--- src/rtl/shift_add_multiplier.sv ---
// Sequential unsigned shift-and-add multiplier with a start/busy/done handshake.
// Optional macro MULT_ZERO_BYPASS_EN: zero operands skip iteration and finish early.
module shift_add_multiplier #(
  parameter int unsigned WIDTH = 4
) (
  input  logic                 clk,
  input  logic                 rst_n,
  input  logic                 start,
  input  logic [WIDTH-1:0]     a,
  input  logic [WIDTH-1:0]     b,
  output logic                 busy,
  output logic                 done,
  output logic [2*WIDTH-1:0]   product
);

  localparam int unsigned PW = 2 * WIDTH;
  localparam int unsigned CW = $clog2(WIDTH + 1);

  typedef enum logic [1:0] {
    S_IDLE = 2'd0,
    S_CALC = 2'd1,
    S_DONE = 2'd2
  } state_t;

  state_t           state_q, state_d;
  logic [WIDTH-1:0] mcand_q, mcand_d;
  logic [WIDTH-1:0] acc_hi_q, acc_hi_d;
  logic [WIDTH-1:0] mq_q, mq_d;
  logic [CW-1:0]    count_q, count_d;
  logic             busy_q, busy_d;
  logic             done_q, done_d;
  logic [PW-1:0]    product_q, product_d;
`ifdef MULT_ZERO_BYPASS_EN
  logic             byp_q, byp_d;
`endif

  logic [WIDTH-1:0] addend_c;
  logic [WIDTH:0]   carry_c;
  logic [WIDTH:0]   sum_c;

  // Ripple-carry add of acc_hi and the gated multiplicand; MSB of sum_c is the carry-out.
  always_comb begin
    addend_c   = mq_q[0] ? mcand_q : '0;
    carry_c    = '0;
    sum_c      = '0;
    carry_c[0] = 1'b0;
    for (int i = 0; i < int'(WIDTH); i++) begin
      sum_c[i]     = acc_hi_q[i] ^ addend_c[i] ^ carry_c[i];
      carry_c[i+1] = (acc_hi_q[i] & addend_c[i]) |
                     (acc_hi_q[i] & carry_c[i])  |
                     (addend_c[i] & carry_c[i]);
    end
    sum_c[WIDTH] = carry_c[WIDTH];
  end

  always_ff @(posedge clk) begin
    if (!rst_n) begin
      state_q   <= S_IDLE;
      mcand_q   <= '0;
      acc_hi_q  <= '0;
      mq_q      <= '0;
      count_q   <= '0;
      busy_q    <= 1'b0;
      done_q    <= 1'b0;
      product_q <= '0;
`ifdef MULT_ZERO_BYPASS_EN
      byp_q     <= 1'b0;
`endif
    end else begin
      state_q   <= state_d;
      mcand_q   <= mcand_d;
      acc_hi_q  <= acc_hi_d;
      mq_q      <= mq_d;
      count_q   <= count_d;
      busy_q    <= busy_d;
      done_q    <= done_d;
      product_q <= product_d;
`ifdef MULT_ZERO_BYPASS_EN
      byp_q     <= byp_d;
`endif
    end
  end

  always_comb begin
    state_d   = state_q;
    mcand_d   = mcand_q;
    acc_hi_d  = acc_hi_q;
    mq_d      = mq_q;
    count_d   = count_q;
    busy_d    = busy_q;
    done_d    = 1'b0;
    product_d = product_q;
`ifdef MULT_ZERO_BYPASS_EN
    byp_d     = byp_q;
`endif

    unique case (state_q)
      S_IDLE: begin
        if (start) begin
          mcand_d  = a;
          acc_hi_d = '0;
          mq_d     = b;
          count_d  = '0;
          busy_d   = 1'b1;
          state_d  = S_CALC;
`ifdef MULT_ZERO_BYPASS_EN
          // Zero operand: product is known, spend a single busy cycle in DONE.
          if ((a == '0) || (b == '0)) begin
            product_d = '0;
            byp_d     = 1'b1;
            state_d   = S_DONE;
          end
`endif
        end
      end
      S_CALC: begin
        // {carry, acc_hi, mq} <= {sum, mq} >> 1
        acc_hi_d = sum_c[WIDTH:1];
        mq_d     = {sum_c[0], mq_q[WIDTH-1:1]};
        count_d  = count_q + CW'(1);
        if (count_q == CW'(WIDTH - 1)) begin
          product_d = {sum_c[WIDTH:1], sum_c[0], mq_q[WIDTH-1:1]};
          done_d    = 1'b1;
          state_d   = S_DONE;
        end
      end
      S_DONE: begin
        busy_d  = 1'b0;
        state_d = S_IDLE;
`ifdef MULT_ZERO_BYPASS_EN
        if (byp_q) begin
          done_d = 1'b1;
          byp_d  = 1'b0;
        end
`endif
      end
      default: begin
        state_d = S_IDLE;
        busy_d  = 1'b0;
      end
    endcase
  end

  assign busy    = busy_q;
  assign done    = done_q;
  assign product = product_q;

endmodule

--- config.mk ---
export PLATFORM = sky130hd
export DESIGN_NAME = shift_add_multiplier
export DESIGN_NICKNAME = d
export VERILOG_FILES = /design/src/rtl/shift_add_multiplier.sv
export SDC_FILE = /design/constraint.sdc
export NUM_CORES = 1
export LEC_CHECK = 0
export ABC_AREA = 1
export BUFFER_PORTS_ARGS = -buffer_cell sky130_fd_sc_hd__buf_4
export CAP_MARGIN = 40
export CORE_UTILIZATION = 27
export DETAILED_ROUTE_END_ITERATION = 6
export PLACE_DENSITY = 0.51
export SYNTH_ARGS = -nofsm -noshare
export SYNTH_HDL_FRONTEND = slang
export SYNTH_SLANG_ARGS = --single-unit
--- constraint.sdc ---
create_clock -name clk -period 2.65 [get_ports clk]
set_input_delay 0.265 -clock clk [delete_from_list [all_inputs] [get_ports clk]]
set_output_delay 0.265 -clock clk [all_outputs]
set_load 0.01 [all_outputs]
==> results of run 1 <==
through the flow:
step,worst slack [ps],std cells
6_report,615.9,229
5_1_grt,408.5,229
4_1_cts,587.7,229
3_5_place_dp,608.3,225
3_3_place_gp,646.6,225
2_1_floorplan,702.0,159
sequential cells by signal (all words and copies together), names as in the netlist:
register,flops
busy,1
count_q,3
mcand_q,4
product,8
mq_q,4
state_q,2
acc_hi_q,4
done,1
cells by family (layout without fill, tap and decap cells):
kind of cell	after synthesis	after routing	share of synthesized area, %
and+or+nand+nor	87	87	31.31
DFF	27	27	45.24
buffers and inverters	25	45	8.900
adders and majority gates	6	6	8.168
AOI/OAI and AO/OA	14	14	6.387
critical path, cell delays in order, from the launching register on:
cell     delay (ps)
dfxtp_1         390
nand2_1          70
inv_1            50
ha_1            130
inv_1            40
fa_1            350
inv_1            70
fa_1            150
inv_1            40
fa_1            420
inv_1            80
nand2_1          60
a21oi_1         140
layout make-up:
| class | count | area [um^2] |
|---|---|---|
| clock inverters | 1 | 7.507 |
| multi-input cells | 107 | 548.0 |
| inverters | 21 | 78.83 |
| repair buffers | 20 | 150.1 |
| clock buffers | 3 | 41.29 |
| well taps | 50 | 62.56 |
| fillers | 435 | 2686 |
| flip-flops and latches | 27 | 540.5 |
per-layer routing:
metal	wire (um)	up-vias	part of all wire, %	global-route usage, %
met5	0	-	0	0
met4	32	0	1.4	4.688
met2	879	23	39	16.91
met3	138	4	6.1	3.947
met1	1200	396	53	15.49
li1	-	525	-	-
worst max path at each step:
stage          startpoint     endpoint  slack, ps  cells past startpoint
2_1_floorplan     mq_q[0]  acc_hi_q[2]        700                     12
3_3_place_gp      mq_q[0]  acc_hi_q[2]        650                     12
3_5_place_dp      mq_q[0]  acc_hi_q[2]        610                     12
4_1_cts           mq_q[0]  acc_hi_q[2]        590                     12
5_1_grt           mq_q[0]  acc_hi_q[2]        410                     12
6_report          mq_q[0]  acc_hi_q[2]        620                     12
placed cells by master (no fill, tap or decap):
cell and n:
nand2_1 50, dfxtp_1 27, nor2_1 21, buf_4 20, inv_1 18, nand3_1 12, a21oi_1 7, o21ai_0 5
inv_2 3, fa_1 3, ha_1 3, clkbuf_8 3, nor3_1 1, nor2_4 1, nand2_4 1, nor2_8 1
o21a_1 1, o21ai_2 1, clkinvlp_4 1
power groups by stage:
stage               Sequential, mW  Clock [mW]  Combinational [mW]
detailed placement           0.445           0              0.0805
CTS                          0.435       0.251              0.0808
global route                 0.438       0.269              0.0919
floorplan                    0.440           0              0.0601
global placement             0.445           0              0.0803
finish                       0.435       0.237              0.0790
==> summary.txt, run 1 <==
GRT
  • First-pass GRT wire length: between 3000 and 4000 um
  • Grt total ovfl: 0
  • Largest net degree at the start of global routing: 20
  • Tot GR Track Use: 11.59%
  • Initial antenna violation count: 0
  • Vias in the first global route: slightly below 900

Layout
  • Ant diodes: 0
  • Share of cells above drive strength 1: between 10% and 20%
  • Final instance area: about 1400 um^2
  • Post-layout util: between 30% and 40%
  • Final nets: between 150 and 200
  • Synth-to-layout area growth: 19.58%

Timing
  • Unrepaired setup endpoints after global routing: false
  • Total Neg Setup Slack: 0 ps
  • Hold Fails Final Rpt: 0
  • # setup viols final: 0
  • Worst-Margin Slew: roughly 650 ps
  • Achievable Freq: 491.6 MHz
  • Final min period: 2034 ps
  • Max_slew headroom: 56.72%
  • Fin. max-slew vios: 0
  • Final hold slack: around 240 ps
  • Clk_skew: approximately 10 ps
  • Tcrit/Tclk final: roughly three quarters

Power and ir drop
  • Tot Pwr: around 0.75 mW
  • Leakage: 0.7163 nW
  • Logic pwr share: a little over a tenth
  • VDD IR max: 290.5 uV
  • Pwr dens: roughly 530 nW/um^2
  • P_sw: between 0.15 and 0.2 mW
  • Internal: approximately 0.56 mW
  • Sw Ratio: approximately a quarter
  • Flop pwr share: slightly below 60%
  • Clock power frac: a little under a third

Critical path
  • Register-to-Register Setup Slack: between 600 and 700 ps
  • Crit path kind: flop to flop
  • Worst reg-to-reg path cell count: 12
  • Critical path peak fanout: 5
  • Worst EP required: about 2900 ps
  • Setup crit end kind: flop
  • R2r startpoint: mq_q[0]
  • CP arrival: 2250 ps
  • CP startpoint kind: flop
  • Reg2reg end: acc_hi_q[2]

Logic synthesis
  • Post-Syn Area per Cell: between 7 and 8 um^2
  • Post-Synthesis Cell Area: ~1200 um^2
  • Synth Flop Type: dfxtp_1
  • Ys Warns: 0
  • Mapped Nets: ~180
  • Post-synth ARST share: 0%
  • Synth top area cells: dfxtp_1, nand2_1, nor2_1, inv_1, fa_1
  • Sequential element share of the synthesized area: 45.24%
  • Yosys top cell by area: dfxtp_1
  • Post-synthesis sequential element count: 27
  • Post-synth top area share: around 45%
  • Synth cell count leaders: nand2_1, dfxtp_1, nor2_1
  • Most numerous cell in the Yosys netlist: nand2_1
  • Gate Count Post-Synth: ~160
  • Post-synth EDFFs: 0
  • Unique masters post-synth: 20

Clock network
  • Worst skew pair latency: approximately 280 ps
  • Sink Count: 27
  • Setup bufs post-CTS: 0
  • Hold-fix buffers at CTS: 0
  • CTS buffer count: 3
  • CTS tree: done
  • Root Buffer Master: clkbuf_8
  • Reg clk slew, reported paths: ~100 ps
  • Htree depth: 1
  • Post-CTS resize count: 0
  • Clock tree buffer depth: 2

Floorplanning
  • Die width: 68.53 um
  • Area of the core: ~4100 um^2
  • IO Count: 21
  • Full die area: approximately 4700 um^2
  • Die Ht: 68.53 um
  • Cell Rows: 23
  • Initial Utilization: between 20 and 30%

Routing
  • Detailed Routing Iterations Pass 1: 4
  • Routed Antenna Nets: 0
  • Drt wl/cell: about 10 um
  • Initial DRC Count: 40
  • Detailed-route DRC error count: 0
  • Post-DR vias/cell: approximately 4.1
  • DRT Wirelength: 2250 um
  • Routed vias: 948

Hold path
  • Worst min-delay path class: primary input to flop
  • Hold Crit Start: a[2]
  • Worst Hold End: mcand_q[2]
  • Hold Crit Depth: 3

Placement
  • Area post-placement: 1380 um^2
  • # port buffers: 20
  • Routability cong.: about 0.7
  • Final HPWL DP: roughly 1700 um

Run status
  • Result of the run: complete, no violations

Job
  • Total of max-cap violations: 0
Note: power is estimated with default switching activity, not from simulation.
==> run 2, diff against run 1 <==
--- a/config.mk
+++ b/config.mk
@@ -5,12 +5,12 @@
 export SDC_FILE = /design/constraint.sdc
 export NUM_CORES = 1
 export LEC_CHECK = 0
-export ABC_AREA = 1
+export ABC_AREA = 0
 export BUFFER_PORTS_ARGS = -buffer_cell sky130_fd_sc_hd__buf_4
 export CAP_MARGIN = 40
 export CORE_UTILIZATION = 27
 export DETAILED_ROUTE_END_ITERATION = 6
-export PLACE_DENSITY = 0.51
+export PLACE_DENSITY = 0.53
 export SYNTH_ARGS = -nofsm -noshare
 export SYNTH_HDL_FRONTEND = slang
 export SYNTH_SLANG_ARGS = --single-unit
==> constraint.sdc (replaced) <==
create_clock -name clk -period 1.63 [get_ports clk]
set_input_delay 0.163 -clock clk [delete_from_list [all_inputs] [get_ports clk]]
set_output_delay 0.163 -clock clk [all_outputs]
set_load 0.01 [all_outputs]
==> summary.txt, run 2 <==
Run status
  • Result of the run: finished with violations
  • Failing checks: negative setup slack

Layout
  • Share of cells above drive strength 1: approximately 33%
  • Final nets: between 150 and 200
  • Fill count: roughly 440
  • Highest-count cells in the layout ignoring fill and taps: buf_4, dfxtp_1, nand2_1
  • Finished Layout Cells: approximately 200
  • Ant diodes: 0
  • Synth-to-layout area growth: 25.43%
  • Most common cell after layout, fill and taps aside: buf_4
  • Final instance area: approximately 1500 um^2
  • Max reg flops: 8

Placement
  • Area post-placement: 1383 um^2
  • Placed cell count: around 190
  • # port buffers: 20
  • Routability cong.: around 0.75
  • Final HPWL DP: 1661 um
  • Worst slack at placement: -391.5 ps

GRT
  • Largest net degree at the start of global routing: 29
  • Initial antenna violation count: 0
  • Tot GR Track Use: between 10 and 15%
  • First-pass GRT wire length: roughly 3800 um
  • Vias in the first global route: roughly 840
  • Grt total ovfl: 0

Clock network
  • CTS buffer count: 3
  • Root Buffer Master: clkbuf_8
  • Hold-fix buffers at CTS: 0
  • CTS tree: done
  • Reg clk slew, reported paths: approximately 80 ps
  • Clock tree buffer depth: 2
  • Sink Count: 27
  • Setup bufs post-CTS: 0
  • Htree depth: 1
  • Worst skew pair latency: 270 ps

Logic synthesis
  • Synth top area cells: dfxtp_1, nand2_1, fa_1, a211oi_1, nand3_1
  • Yosys top cell by area: dfxtp_1
  • Post-synthesis sequential element count: 27
  • Post-synth ARST share: 0%
  • Sequential element share of the synthesized area: a little under half
  • Post-Syn Area per Cell: 9.409 um^2
  • Ys Warns: 0
  • Post-synth top area share: around 46%
  • Synth cell count leaders: dfxtp_1, nand2_1, nor2_1
  • Most numerous cell in the Yosys netlist: dfxtp_1
  • Post-synth EDFFs: 0
  • Mapped Nets: 142
  • Unique masters post-synth: 26
  • Synth Flop Type: dfxtp_1
  • Post-Synthesis Cell Area: around 1200 um^2
  • Gate Count Post-Synth: ~130

Critical path
  • Crit path kind: flop to flop
  • Critical path peak fanout: 2
  • Worst Setup SP: mq_q[0]
  • Worst EP required: about 1800 ps
  • Register-to-Register Setup Slack: -380 ps
  • Setup crit end kind: flop
  • Reg2reg end: acc_hi_q[2]
  • CP startpoint kind: flop
  • R2r startpoint: mq_q[0]
  • CP arrival: approximately 2200 ps
  • Worst reg-to-reg path cell count: 9

Routing
  • Routed Antenna Nets: 0
  • Detailed-route DRC error count: 0
  • Routed vias: around 900
  • Detailed Routing Iterations Pass 1: 4
  • DRT Wirelength: approximately 2300 um
  • Post-DR vias/cell: 4.533
  • Drt wl/cell: around 12 um
  • Initial DRC Count: between 50 and 60

Job
  • Total of max-cap violations: 0

Floorplanning
  • Full die area: 4624 um^2
  • Area of the core: 4086 um^2
  • IO Count: 21
  • Cell Rows: 23
  • Initial Utilization: between 20% and 30%
  • Die width: between 60 and 70 um
  • Die Ht: 68 um

Timing
  • Final WS setup: -379.2 ps
  • Clk_skew: just over 6 ps
  • Unrepaired setup endpoints after global routing: true
  • Worst-Margin Slew: just over 500 ps
  • Hold Fails Final Rpt: 0
  • Max_slew headroom: 66.45%
  • # setup viols final: 6
  • Fin. max-slew vios: 0
  • Achievable Freq: between 400 and 500 MHz
  • Final min period: about 2000 ps
  • Tcrit/Tclk final: 123.3%

Power and ir drop
  • Tot Pwr: between 1 and 1.5 mW
  • Pwr dens: 818.4 nW/um^2
  • Leakage: about 0.56 nW
  • VDD IR max: roughly 330 uV

Hold path
  • Hold Crit Depth: 3
  • Worst Hold End: mcand_q[3]
  • Hold Crit Start: a[3]
  • Worst min-delay path class: primary input to flop
==> run 2: stage by stage <==
step	TNS, ps	hold slack, ps	util, %
2_1_floorplan	-1260	293.4	-
3_3_place_gp	-1355	384.2	33.83
3_5_place_dp	-1564	391.5	33.83
4_1_cts	-1463	108.7	35.46
5_1_grt	-1702	121.3	36.10
6_report	-1290	116.0	36.10
==> run 2: routing by layer <==
metal	wire length, um	vias up	track usage (%)
met1	1206	401	14.88
met2	990	20	17.28
met5	0	-	0
met4	38	0	5.469
met3	109	4	2.167
li1	-	468	-
==> run 2: power by group <==
part | leakage [nW] | switching [mW] | internal, mW
clock network | 0.0228 | 0.199 | 0.175
registers | 0.221 | 0.0170 | 0.684
logic | 0.320 | 0.0707 | 0.0616
total | 0.564 | 0.287 | 0.920
==> run 2: how the worst max path moves through the flow <==
stage	endpoint	slack (ps)	cells after the start
CTS	product[6]	-400	9
detailed placement	product[6]	-390	9
global route	product[6]	-450	9
global placement	product[6]	-330	9
floorplan	product[6]	-330	9
finish	acc_hi_q[2]	-380	9
==> run 2: logic make-up (layout without fill, tap and decap cells) <==
family | Yosys count | in the layout | synth area share [%]
compound gates | 25 | 25 | 15.43
fa+ha+maj | 6 | 6 | 8.298
mux | 5 | 5 | 4.362
simple gates | 46 | 46 | 18.30
flops | 27 | 27 | 45.96
buf+inv | 16 | 38 | 7.659
==> run 2: timing repair <==
item                                   4_1_cts  5_1_grt
setup endpoints to repair                    6        6
endpoints found under the hold margin        0        0
resized for setup                            5        5
pin swaps                                    1        1
==> run 2: layout make-up <==
| class | count | area, um^2 | area share, % |
|---|---|---|---|
| tap | 50 | 62.56 | 4.241 |
| timing repair buffer | 26 | 195.2 | 13.23 |
| sequential | 27 | 543.0 | 36.81 |
| inverter | 8 | 30.03 | 2.036 |
| multi-input combinational | 82 | 599.3 | 40.63 |
| clock buffer | 4 | 45.04 | 3.053 |
==> run 2: critical path, cell delays in order, from the launching register on <==
cell     delay (ps)
dfxtp_2         330
and2_4          150
ha_4            150
inv_2            40
fa_2            180
inv_2            40
fa_2            330
inv_2            70
fa_2            460
o32ai_2         200
==> run 3, diff against run 2 <==
--- a/config.mk
+++ b/config.mk
@@ -11,6 +11,7 @@
 export CORE_UTILIZATION = 27
 export DETAILED_ROUTE_END_ITERATION = 6
 export PLACE_DENSITY = 0.53
+export RECOVER_POWER = 25
 export SYNTH_ARGS = -nofsm -noshare
 export SYNTH_HDL_FRONTEND = slang
 export SYNTH_SLANG_ARGS = --single-unit
==> summary.txt, run 3 (synthesis results as in run 2) <==
Run status
  • Result of the run: finished with violations
  • Failing checks: negative setup slack

Layout
  • Final nets: 165
  • Area occupied by multi-input gates: between 500 and 600 um^2
  • FF+latch area: between 500 and 600 um^2
  • Max reg flops: 8
  • Share of cells above drive strength 1: between 20% and 30%
  • Ant diodes: 0
  • Final instance area: roughly 1500 um^2
  • Synth-to-layout area growth: 23.51%
  • Post-layout util: a little over a third
  • Fill count: approximately 450
  • Most common cell after layout, fill and taps aside: dfxtp_1
  • Highest-count cells in the layout ignoring fill and taps: dfxtp_1, buf_4, nand2_1

Critical path
  • R2r startpoint: mq_q[0]
  • Worst reg-to-reg path cell count: 9
  • Register-to-Register Setup Slack: -380 ps
  • Buf/Inv on CP: 3
  • Critical path peak fanout: 2
  • CP top delay family: adder cells
  • Slowest cell on crit path: fa_2
  • CP startpoint kind: flop
  • Crit path kind: flop to flop
  • CP arrival: about 2200 ps
  • CP cell instances: and2_4 > ha_4 > inv_2 > fa_2 > inv_2 > fa_2 > inv_2 > fa_2 > o32ai_2
  • Worst stage delay on the critical path: ~460 ps
  • Worst EP required: 1820 ps
  • Worst Setup SP: mq_q[0]
  • Reg2reg end: acc_hi_q[2]
  • Critical Path Stages: 9
  • Setup crit end kind: flop

Routing
  • DRT Wirelength: 2346 um
  • Met3 WL: approximately 110 um
  • Initial DRC Count: 52
  • Metal-1 WL: 1204 um
  • Met2 WL: 993 um
  • Detailed Routing Iterations Pass 1: 4
  • Routed Antenna Nets: 0
  • Highest Signal Layer: met4
  • Detailed-route DRC error count: 0
  • Drt wl/cell: 11.91 um
  • Post-DR vias/cell: approximately 4.6
  • Routed vias: 900

Timing
  • Tcrit/Tclk final: 123.3%
  • Fin. max-slew vios: 0
  • Worst-Margin Slew: between 500 and 600 ps
  • Achievable Freq: around 500 MHz
  • Clk_skew: ~6.2 ps
  • Hold Fails Final Rpt: 0
  • Final min period: between 2000 and 2500 ps
  • # setup viols final: 6
  • Final hold slack: about 120 ps
  • Max_slew headroom: 66.60%
  • Unrepaired setup endpoints after global routing: true
  • Final WS setup: -379.2 ps

Hold path
  • Hold Crit Depth: 3
  • Worst min-delay path class: primary input to flop
  • Worst Hold End: mcand_q[3]
  • Hold Crit Start: a[3]

Floorplanning
  • Die width: roughly 68 um
  • Full die area: around 4600 um^2
  • Cell Rows: 23
  • Die Ht: approximately 68 um
  • IO Count: 21
  • Initial Utilization: approximately 29%
  • Area of the core: 4086 um^2

Power and ir drop
  • Sw Ratio: between 20% and 30%
  • Flop pwr share: 58.0%
  • Pwr dens: about 830 nW/um^2
  • Clock power frac: a little under a third
  • Logic pwr share: 11.0%
  • VDD IR max: around 330 uV
  • Leakage: 0.5381 nW
  • Tot Pwr: about 1.2 mW
  • Internal: 0.9202 mW
  • P_sw: between 0.2 and 0.3 mW

Clock network
  • Htree depth: 1
  • Clock tree buffer depth: 2
  • Root Buffer Master: clkbuf_8
  • Worst skew pair latency: approximately 270 ps
  • CTS tree: done
  • Sink Count: 27
  • Setup bufs post-CTS: 0
  • CTS buffer count: 3
  • Reg clk slew, reported paths: ~80 ps

Placement
  • Final HPWL DP: between 1500 and 2000 um
  • # port buffers: 20
  • Routability cong.: about 0.75
  • Area post-placement: 1383 um^2

GRT
  • First-pass GRT wire length: ~3800 um
  • Vias in the first global route: 839
  • Tot GR Track Use: between 10% and 20%
  • Largest net degree at the start of global routing: 29
  • Grt total ovfl: 0
  • Initial antenna violation count: 0

Job
  • Total of max-cap violations: 0
-- run 3: worst max path at each step --
stage | end | slack [ps]
finish | acc_hi_q[2] | -380
global route | product[6] | -450
CTS | product[6] | -400
detailed placement | product[6] | -390
global placement | product[6] | -330
floorplan | product[6] | -330
-- run 3: through the flow --
step	worst slack, ps	setup TNS, ps	std cells
final	-379.2	-1292	197
after global routing	-447.1	-1702	197
after CTS	-395.1	-1463	197
after detailed placement	-391.5	-1564	193
after global placement	-333.9	-1355	193
after floorplan	-327.7	-1260	125
-- run 3: area by class of cell --
class                           instances  share of cell area [%]
Clock buffer                            4                   3.101
Inverter                                8                   2.067
Timing Repair Buffer                   26                   11.89
Multi-Input combinational cell         82                   41.26
Sequential cell                        27                   37.38
Tap cell                               50                   4.307
-- run 3: power by group through the flow --
stage	sequential (mW)	combinational (mW)	clock, mW
finish	0.701	0.132	0.374
global route	0.704	0.144	0.416
CTS	0.701	0.130	0.393
detailed placement	0.716	0.127	0
global placement	0.714	0.124	0
floorplan	0.711	0.0884	0
-- run 3: worst register-to-register path: stages, from the launching register on --
cell and delay [ps]:
dfxtp_2 330, and2_4 150, ha_4 150, inv_2 40
fa_2 180, inv_2 40, fa_2 330, inv_2 70
fa_2 460, o32ai_2 200
-- run 3: routing by layer --
layer / global-route usage [%] / up-vias
li1: - / 469
met2: 17.28 / 20
met3: 2.167 / 4
met4: 5.469 / 0
met5: 0 / -
met1: 14.88 / 407
-- run 3: timing repair --
item	CTS	global route
hold buffers	0	0
resized for setup	5	5
pin swaps	1	1
setup endpoints to repair	6	6
